`src/rtl/fsm_seq_ctrl.sv`:
```
// Data-pattern sequencing controller: IDLE -> ON -> OFF -> WAIT -> IDLE with
// masked pattern matching, programmable WAIT dwell, ON timeout and trip counting.
module fsm_seq_ctrl #(
  parameter int DW = 8,
  parameter int CW = 8
) (
  input  logic          clk,
  input  logic          rst,
  input  logic [DW-1:0] data,
  input  logic          en,
  input  logic          abort,
  input  logic [DW-1:0] cfg_idle_pat,
  input  logic [DW-1:0] cfg_off_pat,
  input  logic [DW-1:0] cfg_mask,
  input  logic [CW-1:0] cfg_wait_len,
  input  logic [CW-1:0] cfg_timeout,
  output logic [2:0]    state,
  output logic          busy,
  output logic          done_pulse,
  output logic          timeout_pulse,
  output logic [CW-1:0] trip_cnt
);

  typedef enum logic [2:0] {
    S_IDLE = 3'b000,
    S_ON   = 3'b001,
    S_OFF  = 3'b010,
    S_WAIT = 3'b100
  } state_e;

  state_e        state_q, state_d;
  logic [CW-1:0] dwell_q, dwell_d;
  logic [CW-1:0] trip_q, trip_d;
  logic          done_q, done_d;
  logic          tmo_q, tmo_d;
  logic          busy_q;
  logic          idle_hit_s, off_hit_s;
  logic [CW-1:0] tmo_lim_s;

  assign idle_hit_s = (((data ^ cfg_idle_pat) & cfg_mask) == {DW{1'b0}});
  assign off_hit_s  = (((data ^ cfg_off_pat) & cfg_mask) == {DW{1'b0}});
  assign tmo_lim_s  = cfg_timeout - CW'(1);

  // Next-state, dwell, pulse and trip-count logic
  always_comb begin
    state_d = state_q;
    dwell_d = dwell_q;
    trip_d  = trip_q;
    done_d  = 1'b0;
    tmo_d   = 1'b0;

    if (abort) begin
      state_d = S_IDLE;
    end else begin
      case (state_q)
        S_IDLE: begin
          if (en && !idle_hit_s) begin
            state_d = S_ON;
          end else begin
            state_d = S_IDLE;
          end
        end
        S_ON: begin
          // A pattern hit wins over a timeout expiring in the same cycle.
          if (off_hit_s) begin
            state_d = S_OFF;
          end else if ((cfg_timeout != {CW{1'b0}}) && (dwell_q >= tmo_lim_s)) begin
            state_d = S_IDLE;
            tmo_d   = 1'b1;
          end else begin
            state_d = S_ON;
          end
        end
        S_OFF: begin
          if (en) begin
            state_d = S_WAIT;
          end else begin
            state_d = S_OFF;
          end
        end
        S_WAIT: begin
          if (dwell_q >= cfg_wait_len) begin
            state_d = S_IDLE;
            done_d  = 1'b1;
            if (trip_q != {CW{1'b1}}) begin
              trip_d = trip_q + CW'(1);
            end else begin
              trip_d = trip_q;
            end
          end else begin
            state_d = S_WAIT;
          end
        end
        default: begin
          state_d = S_IDLE;
        end
      endcase
    end

    // Dwell restarts on every state change and only runs in ON and WAIT.
    if (state_d != state_q) begin
      dwell_d = {CW{1'b0}};
    end else if ((state_q == S_ON) || (state_q == S_WAIT)) begin
      if (dwell_q != {CW{1'b1}}) begin
        dwell_d = dwell_q + CW'(1);
      end else begin
        dwell_d = dwell_q;
      end
    end else begin
      dwell_d = {CW{1'b0}};
    end
  end

  // State and output registers with synchronous reset
  always_ff @(posedge clk) begin
    if (rst) begin
      state_q <= S_IDLE;
      dwell_q <= {CW{1'b0}};
      trip_q  <= {CW{1'b0}};
      done_q  <= 1'b0;
      tmo_q   <= 1'b0;
      busy_q  <= 1'b0;
    end else begin
      state_q <= state_d;
      dwell_q <= dwell_d;
      trip_q  <= trip_d;
      done_q  <= done_d;
      tmo_q   <= tmo_d;
      busy_q  <= (state_d != S_IDLE);
    end
  end

  assign state         = state_q;
  assign busy          = busy_q;
  assign done_pulse    = done_q;
  assign timeout_pulse = tmo_q;
  assign trip_cnt      = trip_q;

endmodule

```
`config.mk`:
```
export PLATFORM = sky130hd
export DESIGN_NAME = fsm_seq_ctrl
export DESIGN_NICKNAME = d
export VERILOG_FILES = /design/src/rtl/fsm_seq_ctrl.sv
export SDC_FILE = /design/constraint.sdc
export NUM_CORES = 1
export LEC_CHECK = 0
export CAP_MARGIN = 20
export CORE_MARGIN = 2
export CORE_UTILIZATION = 43
export DETAILED_ROUTE_END_ITERATION = 7
export DONT_BUFFER_PORTS = 1
export SYNTH_ARGS = -nofsm -noshare
export SYNTH_HDL_FRONTEND = slang
export SYNTH_SLANG_ARGS = --single-unit
```
`constraint.sdc`:
```
create_clock -name clk -period 2.5 [get_ports clk]
set_input_delay 0.125 -clock clk [delete_from_list [all_inputs] [get_ports clk]]
set_output_delay 0.125 -clock clk [all_outputs]
set_load 0.02 [all_outputs]
```
==> impl_metrics.py <==
metrics = {
    "global_routing": {
        "grt_pass1_wl_um": 6690,
        "grt_pass1_vias": 1550,
        "grt_antenna_before_repair": 0,
        "grt_usage_pct": 18.1,
        "grt-ovfl-total": 0,
        "grt_max_degree": 15,
    },
    "status": {
        "status": "completed",
    },
    "placement": {
        "io_buffers": 0,
        "place_congestion": 0.756,
        "postPlaceCellArea_sq_um": 1860,
        "placed_cells": 255,
        "place_ws_ps": -64.8,
        "hpwl_um": 3140,
    },
    "power_and_ir_drop": {
        "p_leak_nw": 0.841,
        "seq_power_share_pct": 50.0,
        "power.internal_uw": 552,
        "p_sw_share_pct": 23.4,
        "peakVddDrop_mv": 0.283,
        "p_comb_share_pct": 15.4,
        "clkPwrFrac_pct": 34.5,
        "p_per_area_nw_per_um2": 359,
        "p_sw_uw": 169,
    },
    "synthesis": {
        "netlist_area_sq_um": 1800,
        "ys_seq_area_share_pct": 24.5,
        "synthDistinctLibCells": 48,
        "synth_area_per_cell_sq_um": 8.78,
        "ys_async_sr_fraction_pct": 0,
        "yosys_most_used_dff": "dfxtp_1",
        "synth.area.top_cells": "dfxtp_1 24%, ha_1 13%, xor2_1 13%",
        "syn-num-nets": 276,
        "synth_edf_count": 0,
        "yosys.area.top_type": "dfxtp_1",
        "syn-instance-count": 205,
        "synth_warnings": 0,
        "synth_top_area_share_pct": 24.5,
        "synth-seq-cells": 22,
    },
    "timing": {
        "timing.final.ws_setup_ps": 117,
        "worst_pin_slew_ps": 532,
        "setup_tns_ps": 0,
        "period_needed_ps": 2380,
        "hold_ws_ps": 59.0,
        "hold_viol": 0,
        "period_share_pct": 95.3,
        "finalMaxSlewViolations": 0,
        "setup-violations-final": 0,
        "skew_ps": 2.39,
        "timing.fmax_mhz": 420,
        "slew_headroom_pct": 64.5,
    },
    "clock_tree": {
        "numCtsBuffers": 3,
        "cts_tree": "built",
        "cts_max_level": 1,
        "clkTransAtPathRegs_ps": 80,
        "cts-root-buf": "clkbuf_8",
        "clockBufferDepth": 2,
        "clk_latency_ps": 250,
        "cts.sinks": 22,
    },
    "routing": {
        "drc": 0,
        "wirelength_um": 3940,
        "dr.pass1.iters": 4,
        "via_per_inst": 5.67,
        "drt-initial-drc-count": 53,
        "wl_per_cell_um": 14.9,
        "antenna_left": 0,
        "vias": 1497,
    },
    "die": {
        "die-area_sq_um": 4720,
        "die_h_um": 68.7,
        "core-area_sq_um": 4000,
        "fp.dieW_um": 68.7,
        "io_pins": 66,
        "start_util_pct": 45.0,
        "rows": 23,
    },
    "worst_setup_path": {
        "path_max_fanout": 8,
        "cp-end-kind": "flip-flop",
        "setup.worst_path.class": "flip-flop to flip-flop",
        "arrival_ps": 2580,
        "start_kind": "flip-flop",
        "cp.required_ps": 2700,
    },
    "layout": {
        "antenna_cells": 0,
        "seq_area_sq_um": 442,
        "layout-drive-gt1-share_pct": 15.9,
        "fillers": 373,
        "multiInputGateArea_sq_um": 1330,
        "layout.nets": 286,
        "layout.cells.non_filler": 264,
        "area_growth_pct": 11.7,
        "design_area_sq_um": 2010,
    },
    "min_path": {
        "hold_class": "input port to flip-flop",
    },
    "flow_run": {
        "maxCapViolCount": 0,
    },
}
## power groups by stage
stage	logic (mW)	registers (mW)	clock network (mW)
floorplan	0.0872	0.366	0
global placement	0.0954	0.369	0
detailed placement	0.0990	0.369	0
CTS	0.104	0.360	0.257
global route	0.129	0.362	0.272
finish	0.111	0.361	0.249
## placed cells by master, fill, tap and decap left out, drive strengths merged, types with 2 or more instances in the layout
cell     n
inv     13
a21o     4
and4     2
xnor2    5
xor2    27
a31oi    2
mux2i    3
nand2b   6
o21ai    7
and3     2
buf      8
clkbuf   4
nor3b    3
nor2    23
nand3    9
dfxtp   22
nand3b   3
nand2    5
a211oi   3
ha      19
o21a     2
a22oi    8
nand4    7
a21oi    3
nor3     6
## stage by stage
stage	total power, mW	util, %
global route	0.762	50.2
CTS	0.722	48.2
finish	0.721	50.2
detailed placement	0.468	46.6
global placement	0.464	46.6
floorplan	0.453	-
## cell type report
type / instances / share of cell area (%)
Multi-Input combinational cell: 166 / 66.3
Sequential cell: 22 / 22.0
Timing Repair Buffer: 9 / 3.49
Tap cell: 50 / 3.11
Clock buffer: 4 / 2.74
Inverter: 13 / 2.43
## cell families after synthesis
kind of cell	after synthesis	share of synthesized area, %
muxes	3	1.67
AOI/OAI and AO/OA	38	17.4
xor gates and xnor gates	32	15.6
and+or+nand+nor	74	23.4
buffers and inverters	17	4.24
DFF	22	24.5
adders and majority gates	19	13.2
## Yosys cell counts (2+ instances only)
cell type / number
a211oi_2: 2
xor2_1: 27
nand3b_1: 3
nand2b_1: 5
a21oi_1: 3
nand4_1: 7
nor2_1: 23
clkbuf_2: 2
nor3b_1: 3
o21a_1: 2
ha_1: 19
dfxtp_1: 22
inv_1: 13
a31oi_1: 2
a21o_2: 2
and4_1: 2
nand3_1: 9
and3_2: 2
nand2_1: 5
nor3_1: 5
mux2i_1: 3
o21ai_0: 6
a22oi_1: 8
xnor2_1: 5
a21o_1: 2
## routing by layer
layer  global-route usage (%)  up-vias  part of all wire, %
li1                         -      763                    -
met1                     23.2      688                   43
met2                     31.6       44                   51
met3                     3.90        2                  6.1
met4                     2.25        0                 0.43
met5                        0        -                    0
## sequential cells by signal (all words and copies together), names as in the netlist
| signal | count |
|---|---|
| busy | 1 |
| done_pulse | 1 |
| dwell_q | 8 |
| state | 3 |
| timeout_pulse | 1 |
| trip_cnt | 8 |
## critical path: stages (launching register included)
cell,delay (ps)
dfxtp_1,420
ha_1,280
a21o_1,200
a21o_2,220
a311o_1,350
a211oi_2,340
o2111ai_4,230
buf_4,200
nor2_1,80
## timing repair
item	4_1_cts	5_1_grt
endpoints found under the hold margin	14	0
buffers inserted	0	4
resized for setup	0	11
setup endpoints to repair	0	9
hold buffers	1	0
## final timing paths
check,cells after the start,end,start,slack (ps)
hold reg to reg,2,dwell_q[0],dwell_q[0],550
setup reg to reg,8,dwell_q[6],dwell_q[6],120
setup / recovery,8,dwell_q[6],dwell_q[6],120
hold / removal,3,trip_cnt[2],rst,60
No activity file was read; power rests on OpenSTA's default activity.
